## src/rtl/rnn_ram_sequencer.sv

```systemverilog
// Load/run sequencer for the RNN node's 5-bank parameter RAM.
// LOAD writes a valid/ready tuple stream to consecutive addresses; RUN sweeps reads with an aligned stream sideband.
module rnn_ram_sequencer #(
    parameter int ADDR_W  = 9,
    parameter int DATA_W  = 32,
    parameter int RAMSIZE = 512
) (
    input  logic              clk,
    input  logic              reset,
    input  logic [ADDR_W:0]   cfg_len,
    input  logic              load_start,
    input  logic              run_start,
    input  logic              load_valid,
    output logic              load_ready,
    input  logic [DATA_W-1:0] load_w,
    input  logic [DATA_W-1:0] load_h,
    input  logic [DATA_W-1:0] load_u,
    input  logic [DATA_W-1:0] load_x,
    input  logic [DATA_W-1:0] load_v,
    output logic              ram_we,
    output logic [ADDR_W-1:0] ram_waddr,
    output logic [DATA_W-1:0] ram_wW,
    output logic [DATA_W-1:0] ram_wH,
    output logic [DATA_W-1:0] ram_wU,
    output logic [DATA_W-1:0] ram_wX,
    output logic [DATA_W-1:0] ram_wV,
    output logic [ADDR_W-1:0] ram_raddr,
    output logic              stream_valid,
    output logic              stream_last,
    output logic [ADDR_W-1:0] stream_idx,
    output logic              busy,
    output logic              load_done,
    output logic              run_done
);

    typedef enum logic [1:0] {IDLE, LOAD, RUN, DRAIN} state_t;

    localparam logic [ADDR_W:0] MAX_LEN = (ADDR_W+1)'(RAMSIZE);
    localparam logic [ADDR_W:0] ONE     = (ADDR_W+1)'(1);

    state_t            state, state_nxt;
    logic [ADDR_W:0]   len, len_in, last_idx;
    logic [ADDR_W-1:0] wcnt;
    logic              start_load, start_run, handshake, load_final;
    logic              run_turn, rd_active, rd_last;

    assign len_in     = (cfg_len > MAX_LEN) ? MAX_LEN : cfg_len;
    assign last_idx   = len - ONE;
    // load_start has priority when both starts arrive together in IDLE
    assign start_load = (state == IDLE) && load_start;
    assign start_run  = (state == IDLE) && run_start && !load_start;
    assign handshake  = load_valid && load_ready;
    assign load_final = handshake && ({1'b0, wcnt} == last_idx);

    // RUN hands over to DRAIN while presenting the final address, so the
    // last read beat (and run_done) lands in IDLE and can be chained.
    assign run_turn  = (({1'b0, ram_raddr} + ONE) == last_idx);
    assign rd_active = (state == RUN) || (state == DRAIN);
    assign rd_last   = rd_active && ({1'b0, ram_raddr} == last_idx);

    // NOTE: sequential state uses non-blocking assignments only; blocking here would race other flops.
    always_ff @(posedge clk) begin
        if (reset) begin
            state <= IDLE;
        end else begin
            state <= state_nxt;
        end
    end

    // NOTE: every combinational output gets a default first so no latch is inferred.
    always_comb begin
        state_nxt = state;
        case (state)
            IDLE: begin
                if (start_load && (len_in != '0)) begin
                    state_nxt = LOAD;
                end else if (start_run && (len_in != '0)) begin
                    state_nxt = (len_in == ONE) ? DRAIN : RUN;
                end
            end
            LOAD:    if (load_final) state_nxt = IDLE;
            RUN:     if (run_turn)   state_nxt = DRAIN;
            DRAIN:   state_nxt = IDLE;
            default: state_nxt = IDLE;
        endcase
    end

    always_comb begin
        load_ready = 1'b0;
        busy       = 1'b0;
        if (state == LOAD) load_ready = 1'b1;
        if (state != IDLE) busy       = 1'b1;
    end

    always_ff @(posedge clk) begin
        if (reset) begin
            len          <= '0;
            wcnt         <= '0;
            ram_we       <= 1'b0;
            ram_waddr    <= '0;
            ram_wW       <= '0;
            ram_wH       <= '0;
            ram_wU       <= '0;
            ram_wX       <= '0;
            ram_wV       <= '0;
            ram_raddr    <= '0;
            stream_valid <= 1'b0;
            stream_last  <= 1'b0;
            stream_idx   <= '0;
            load_done    <= 1'b0;
            run_done     <= 1'b0;
        end else begin
            ram_we       <= handshake;
            load_done    <= 1'b0;
            run_done     <= 1'b0;
            stream_valid <= rd_active;
            stream_last  <= rd_last;

            if (start_load || start_run) len <= len_in;

            if (start_load) begin
                wcnt <= '0;
                if (len_in == '0) load_done <= 1'b1;
            end

            if (start_run) begin
                if (len_in == '0) run_done  <= 1'b1;
                else              ram_raddr <= '0;
            end

            // Write address and data hold between handshakes
            if (handshake) begin
                ram_waddr <= wcnt;
                ram_wW    <= load_w;
                ram_wH    <= load_h;
                ram_wU    <= load_u;
                ram_wX    <= load_x;
                ram_wV    <= load_v;
                wcnt      <= wcnt + ADDR_W'(1);
                if (load_final) load_done <= 1'b1;
            end

            if (state == RUN) ram_raddr <= ram_raddr + ADDR_W'(1);

            // Sideband is one cycle behind the address to match the RAM's registered read
            if (rd_active) stream_idx <= ram_raddr;
            if (rd_last)   run_done   <= 1'b1;
        end
    end

endmodule
```

## config.mk

```make
export PLATFORM = sky130hd
export DESIGN_NAME = rnn_ram_sequencer
export DESIGN_NICKNAME = d
export VERILOG_FILES = /design/src/rtl/rnn_ram_sequencer.sv
export SDC_FILE = /design/constraint.sdc
export NUM_CORES = 1
export LEC_CHECK = 0
export CAP_MARGIN = 20
export CORE_MARGIN = 2
export CORE_UTILIZATION = 42
export CTS_CLUSTER_DIAMETER = 50
export DETAILED_ROUTE_END_ITERATION = 12
export HOLD_SLACK_MARGIN = 0.06
export PLACE_DENSITY_LB_ADDON = 0.3
export SLEW_MARGIN = 10
export SYNTH_ARGS = -nofsm -noshare
export SYNTH_HDL_FRONTEND = slang
export SYNTH_SLANG_ARGS = --single-unit
```

## constraint.sdc

```tcl
create_clock -name clk -period 2.54 [get_ports clk]
set_clock_uncertainty 0.05 [all_clocks]
set_input_delay 0.254 -clock clk [delete_from_list [all_inputs] [get_ports clk]]
set_output_delay 0.254 -clock clk [all_outputs]
set_load 0.05 [all_outputs]
```

# ---- Word level (Yosys, flattened, before mapping)
# Index checks and enable logic that the tools add are counted.
dict set report op_classes {
  n_addsub 4
  multipliers 0
  div_mod_pow 0
  n_lt_le_gt_ge 1
  n_eq_ne 11
  n_shift 0
  n_mux 20
  bitwise 0
  n_reduce_logical 19
}
# op count
set ops {}
lappend ops {{$mux 9} 5}
lappend ops {{$eq 9x10->1} 2}
lappend ops {{$add 9x1->9 const B} 2}
lappend ops {{$add 9x1->10 const B} 1}
lappend ops {{$eq 10x1->1 const B} 1}
lappend ops {{$eq 10x10->1} 1}
lappend ops {{$gt 10x10->1 const B} 1}
lappend ops {{$logic_not 10->1} 1}
lappend ops {{$mux 10} 1}
lappend ops {{$reduce_bool 10->1} 1}
lappend ops {{$sub 10x1->10 const B} 1}
lappend ops {{$mux 1} 9}
lappend ops {{$logic_and 1x1->1} 8}
lappend ops {{$mux 2} 4}
lappend ops {{$pmux 2 s4} 1}
lappend ops {{$ne 2x2->1 const B} 3}
lappend ops {{$reduce_bool 2->1} 3}
lappend ops {{$eq 2x2->1 const B} 2}
lappend ops {{$ne 3x1->1 const B} 1}
lappend ops {{$reduce_and 3->1} 1}
lappend ops {{$eq 2x1->1 const B} 1}
lappend ops {{$logic_not 2->1} 1}
lappend ops {{$logic_or 1x1->1} 2}
lappend ops {{$reduce_and 2->1} 1}
lappend ops {{$logic_not 1->1} 1}
dict set report totals {
  ff_bits 213
  latch_bits 0
  ramBits 0
  rom_bits 0
  inputBits 175
  word_cells 71
  n_memories 0
}

# ---- Longest topological paths before layout
dict set report logic_depth {
  depth_word 7
  ltp_mapped 9
  depth_no_buf 9
}

# ---- Worst setup path before layout
# OpenSTA, ideal clock, no wires.
dict set report synth_path {
  kind {reg-to-reg}
  start {reg state[1]}
  end {reg load_done}
  setup_time_ps 65
  arrival_time_ps 2360
  t_required_ps 2425
  path_slack_ps 65
  path_stages_with_launch 9
  path_buffers 1
  cell_sequence {dfxtp_1 > clkbuf_1 > nor2b_1 > nand2_1 > a2111oi_0 > nand3_1 > nor4_2 > a31oi_1 > nor2_1}
}
dict set report synth_via {
  elab_chain_cells 6
  word_cells_on_any_way 9
  cone_classes {eq/ne: 1; mux: 4; reduce/logical: 4}
}
# element line
set synth_rtl {}
lappend synth_rtl {{start: declaration} 41} ;# state_t state, state_nxt;
lappend synth_rtl {{start signal: assignment} 66} ;# state <= state_nxt;
lappend synth_rtl {{$eq 2x1->1 *} 91} ;# if (state == LOAD) load_ready = 1'b1;
lappend synth_rtl {{$mux 1 *} 91}
lappend synth_rtl {{via load_ready} 14} ;# output logic load_ready,
lappend synth_rtl {{$logic_and 1x1->1 *} 52} ;# assign handshake = load_valid && load_ready;
lappend synth_rtl {{$logic_and 1x1->1} 53} ;# assign load_final = handshake && ({1'b0, wcnt} == last_idx);
lappend synth_rtl {{$mux 1} 140} ;# if (load_final) load_done <= 1'b1;
lappend synth_rtl {{$mux 1 *} 132} ;# if (handshake) begin
lappend synth_rtl {{end signal: assignment} 114} ;# load_done <= 1'b0;
lappend synth_rtl {{end signal: assignment} 123} ;# if (len_in == '0) load_done <= 1'b1;
lappend synth_rtl {{end signal: assignment} 140}
lappend synth_rtl {{end: declaration} 32} ;# output logic load_done,
# The timed path passes the listed nets; every way through them passes the cells marked *.
# A chain may end at the register's enable or synchronous reset.

# ---- Final worst setup path
dict set report layout_path {
  start {reg len[0]}
  end {reg run_done}
}
dict set report layout_via {
  elab_chain_cells 4
}
# element line
set layout_rtl {}
lappend layout_rtl {{start: declaration} 42} ;# logic [ADDR_W:0] len, len_in, last_idx;
lappend layout_rtl {{start signal: assignment} 119} ;# if (start_load || start_run) len <= len_in;
lappend layout_rtl {{$sub 10x1->10} 48} ;# assign last_idx = len - ONE;
lappend layout_rtl {{$eq 9x10->1} 59} ;# assign rd_last = rd_active && ({1'b0, ram_raddr} == last_idx);
lappend layout_rtl {{$logic_and 1x1->1} 59}
lappend layout_rtl {{$mux 1} 147} ;# if (rd_last) run_done <= 1'b1;
lappend layout_rtl {{end signal: assignment} 111} ;# run_done <= 1'b0;
lappend layout_rtl {{end signal: assignment} 115} ;# run_done <= 1'b0;
lappend layout_rtl {{end signal: assignment} 147}
lappend layout_rtl {{end: declaration} 33} ;# output logic run_done
# No other way between the ends.

==> impl_results.md <==
- Part of the power in registers: 39.7%
- FF+latch count, synth: 213
- Die area: 20600 um^2
- EDFF count, synth: 0
- Hold Crit Depth: 3
- Final Hold Viols: 0
- Worst-path fanout max: 5
- Die Y: 144 um
- Insertion delay to the later sink of the worst-skew pair: 0.53 ns
- Iter 0 DRT Violations: 465
- Routed vias: 8144
- Core area: 19300 um^2
- Worst Setup End Kind: register
- Setup ws final: 0.272 ns
- Critical path's top delay family: simple AND/OR/NAND/NOR gates
- Reg2reg path depth: 8
- Overall power: 8890 uW
- Sequential area share after synthesis: 52.0%
- CTS Buf Count: 29
- Syn nets: 1207
- Worst-Margin Slew: 0.751 ns
- FILL cells: 1608
- Clock power frac: 43.9%
- Main synth FF type: dfxtp_1
- Sw Share: 27.8%
- Type of the worst setup path: register to register
- Crit-path max cell delay: 0.45 ns
- Final non-filler cell total: 1655
- Post-synth ARST share: 0%
- Clock-pin slew on the worst setup and hold paths: 0.06 ns
- Inserted Diodes: 0
- GR Util All Layers: 23.0%
- R2R setup slack: 0.27 ns
- Synth area leader: dfxtp_1
- Outcome: completed
- FF+latch area: 4260 um^2
- Critical path arrival: 2.70 ns
- Worst VDD drop: 535 uV
- WHS Endpoint: ram_wX[24]
- Initial antenna violation count: 0
- Area occupied by multi-input gates: 3630 um^2
- Global placer's final weighted congestion: 0.908
- Worst path cell trace: inv_1 > ha_1 > xnor2_1 > xor2_1 > nand3_1 > or3_1 > nor4_2 > a31o_2
- Vias/cell: 4.92
- MaxCap Viol Count: 0
- Most common cell after layout, fill and taps aside: clkdlybuf4s50_1
- First-pass GRT wire length: 38000 um
- WL per Instance: 15.4 um
- Total grt overflow: 0
- Root Buffer: clkbuf_16
- Lkg Pwr: 0.00466 uW
- Cells after Synth: 1029
- Max-slew headroom at the worst pin: 49.9%
- Final setup viols: 0
- RSZ-0062 raised after global routing: false
- Placed cells: 1603
- H-tree levels: 1
- WP buf/inv: 1
- R2r startpoint: len[0]
- Pin count of the biggest net entering global routing: 91
- Switching power: 2470 uW
- Residual DRC: 0
- Sink Count: 213
- Final wirelength: 25600 um
- Detail Route Antenna Nets: 0
- Pre-Repair DR Iteration Count: 5
- Max Root-Sink Buffers: 3
- Critical Path Slowest Stage Cell: dfxtp_1
- PwrDens: 682 nW/um^2
- Startpoint types: register
- DPL Wire Length: 18000 um
- Share of the synthesized area in the top cell type: 52.0%
- Fmax: 441 MHz
- Worst hold path type: input port to register
- Nets: 1548
- Share of layout cells above drive strength 1: 5.68%
- Combinational fraction of design power: 16.4%
- Layout area overhead: 59.1%
- Place WS: 0.256 ns
- Die width: 144 um
- Tcrit/Tclk final: 89.3%
- Reg2reg end: run_done
- IO Pins: 369
- Final setup TNS: 0 ns
- Syn avg cell area: 7.96 um^2
- Fin crit period: 2.27 ns
- Most frequent cells in the layout: clkdlybuf4s50_1 (365), nand2_1 (352), dfxtp_1 (213), a21oi_1 (191), nor2_1 (47)
- Setup bufs post-CTS: 0
- Max Slew Vio Count: 0
- Initial cell density of the core: 42.4%
- Hold path start: load_x[24]
- Synth warn: 0
- Internal: 6420 uW
- Mapped cell area: 8200 um^2
- Crit path required time: 2.97 ns
- Row count: 51
- IO buf count: 368
- Area contributors post-synth: dfxtp_1 (52%), nand2_1 (16%), a21oi_1 (12%)
- Distinct cells, synth: 48
- Vias in the first global route: 7357
- CTS tree: done
-- layout make-up --
type	instances	area share [%]
Timing Repair Buffer	384	29.5
Multi-Input combinational cell	736	27.9
Clock inverter	15	1.14
Inverter	6	0.173
Tap cell	265	2.54
Clock buffer	36	6.07
Sequential cell	213	32.7
-- power by group through the flow --
stage	clock (uW)	sequential, uW	combinational, uW
floorplan	0	3960	479
global placement	0	3600	1450
detailed placement	0	3610	1450
CTS	4000	3530	1460
global route	4150	3550	1560
finish	3900	3530	1460
-- cells by family (layout without fill, tap and decap cells) --
logic type | count (synthesis) | in the layout | share of synthesized area, %
buf+inv | 80 | 441 | 3.76
simple gates | 463 | 463 | 23.7
flops | 213 | 213 | 52.0
compound gates | 222 | 222 | 14.4
xor+xnor | 35 | 35 | 4.09
mux | 13 | 13 | 1.59
fa+ha+maj | 3 | 3 | 0.458
-- Yosys cell counts, types with 2 or more instances --
cell / count
a21o_1: 3
nand3_1: 10
or3_1: 4
mux2i_1: 13
nor3b_1: 7
o21a_1: 2
o21ai_0: 7
inv_1: 6
nand4_1: 5
nor3_1: 7
nor2_1: 47
ha_1: 3
nor4_2: 2
nand2b_1: 2
xnor2_1: 18
clkbuf_1: 72
nor4_1: 4
or2_2: 2
nand2_1: 353
a22oi_1: 6
dfxtp_1: 213
a31o_2: 2
a21oi_1: 191
nor3b_2: 2
xor2_1: 15
nor2b_1: 4
and3_1: 6
a31oi_1: 3
-- metal layers --
metal / global-route usage, % / part of all wire (%) / up-vias
met4: 6.45 / 2.4 / 0
met1: 27.7 / 39 / 3715
met5: 0 / 0 / -
met3: 7.50 / 10 / 51
li1: - / - / 4061
met2: 39.1 / 49 / 317
-- worst max-delay path by stage --
stage                  start    endpoint  depth (start not counted)
floorplan           state[1]   load_done                          8
global placement      len[0]    run_done                          8
detailed placement    len[0]    run_done                          8
CTS                 state[0]  load_ready                          2
global route          len[0]    run_done                          9
finish                len[0]    run_done                          8
-- timing repair --
action	in CTS	in global routing
resized for setup	0	1
setup endpoints to repair	0	1
hold endpoints to repair	8	0
hold buffers	1	0
-- metrics by stage --
stage | area, um^2 | hold slack (ns) | util [%]
floorplan | 8200 | 0.287 | -
global placement | 12100 | 0.390 | 62.5
detailed placement | 12100 | 0.395 | 62.5
CTS | 13000 | 0.190 | 67.4
global route | 13000 | 0.206 | 67.4
finish | 13000 | 0.211 | 67.4
-- worst register-to-register path, stage by stage (launching register included) --
cell and delay, ns:
dfxtp_1 0.45, inv_1 0.07, ha_1 0.24, xnor2_1 0.25, xor2_1 0.25, nand3_1 0.10, or3_1 0.35, nor4_2 0.29
a31o_2 0.16
-- flip-flops by register name, summed over array words and instances (netlist names) --
name,count
ram_raddr,9
stream_valid,1
state,2
ram_wU,32
len,10
run_done,1
ram_wH,32
stream_idx,9
load_done,1
ram_we,1
ram_waddr,9
ram_wW,32
stream_last,1
ram_wV,32
ram_wX,32
wcnt,9
No activity file was read; power rests on OpenSTA's default activity.
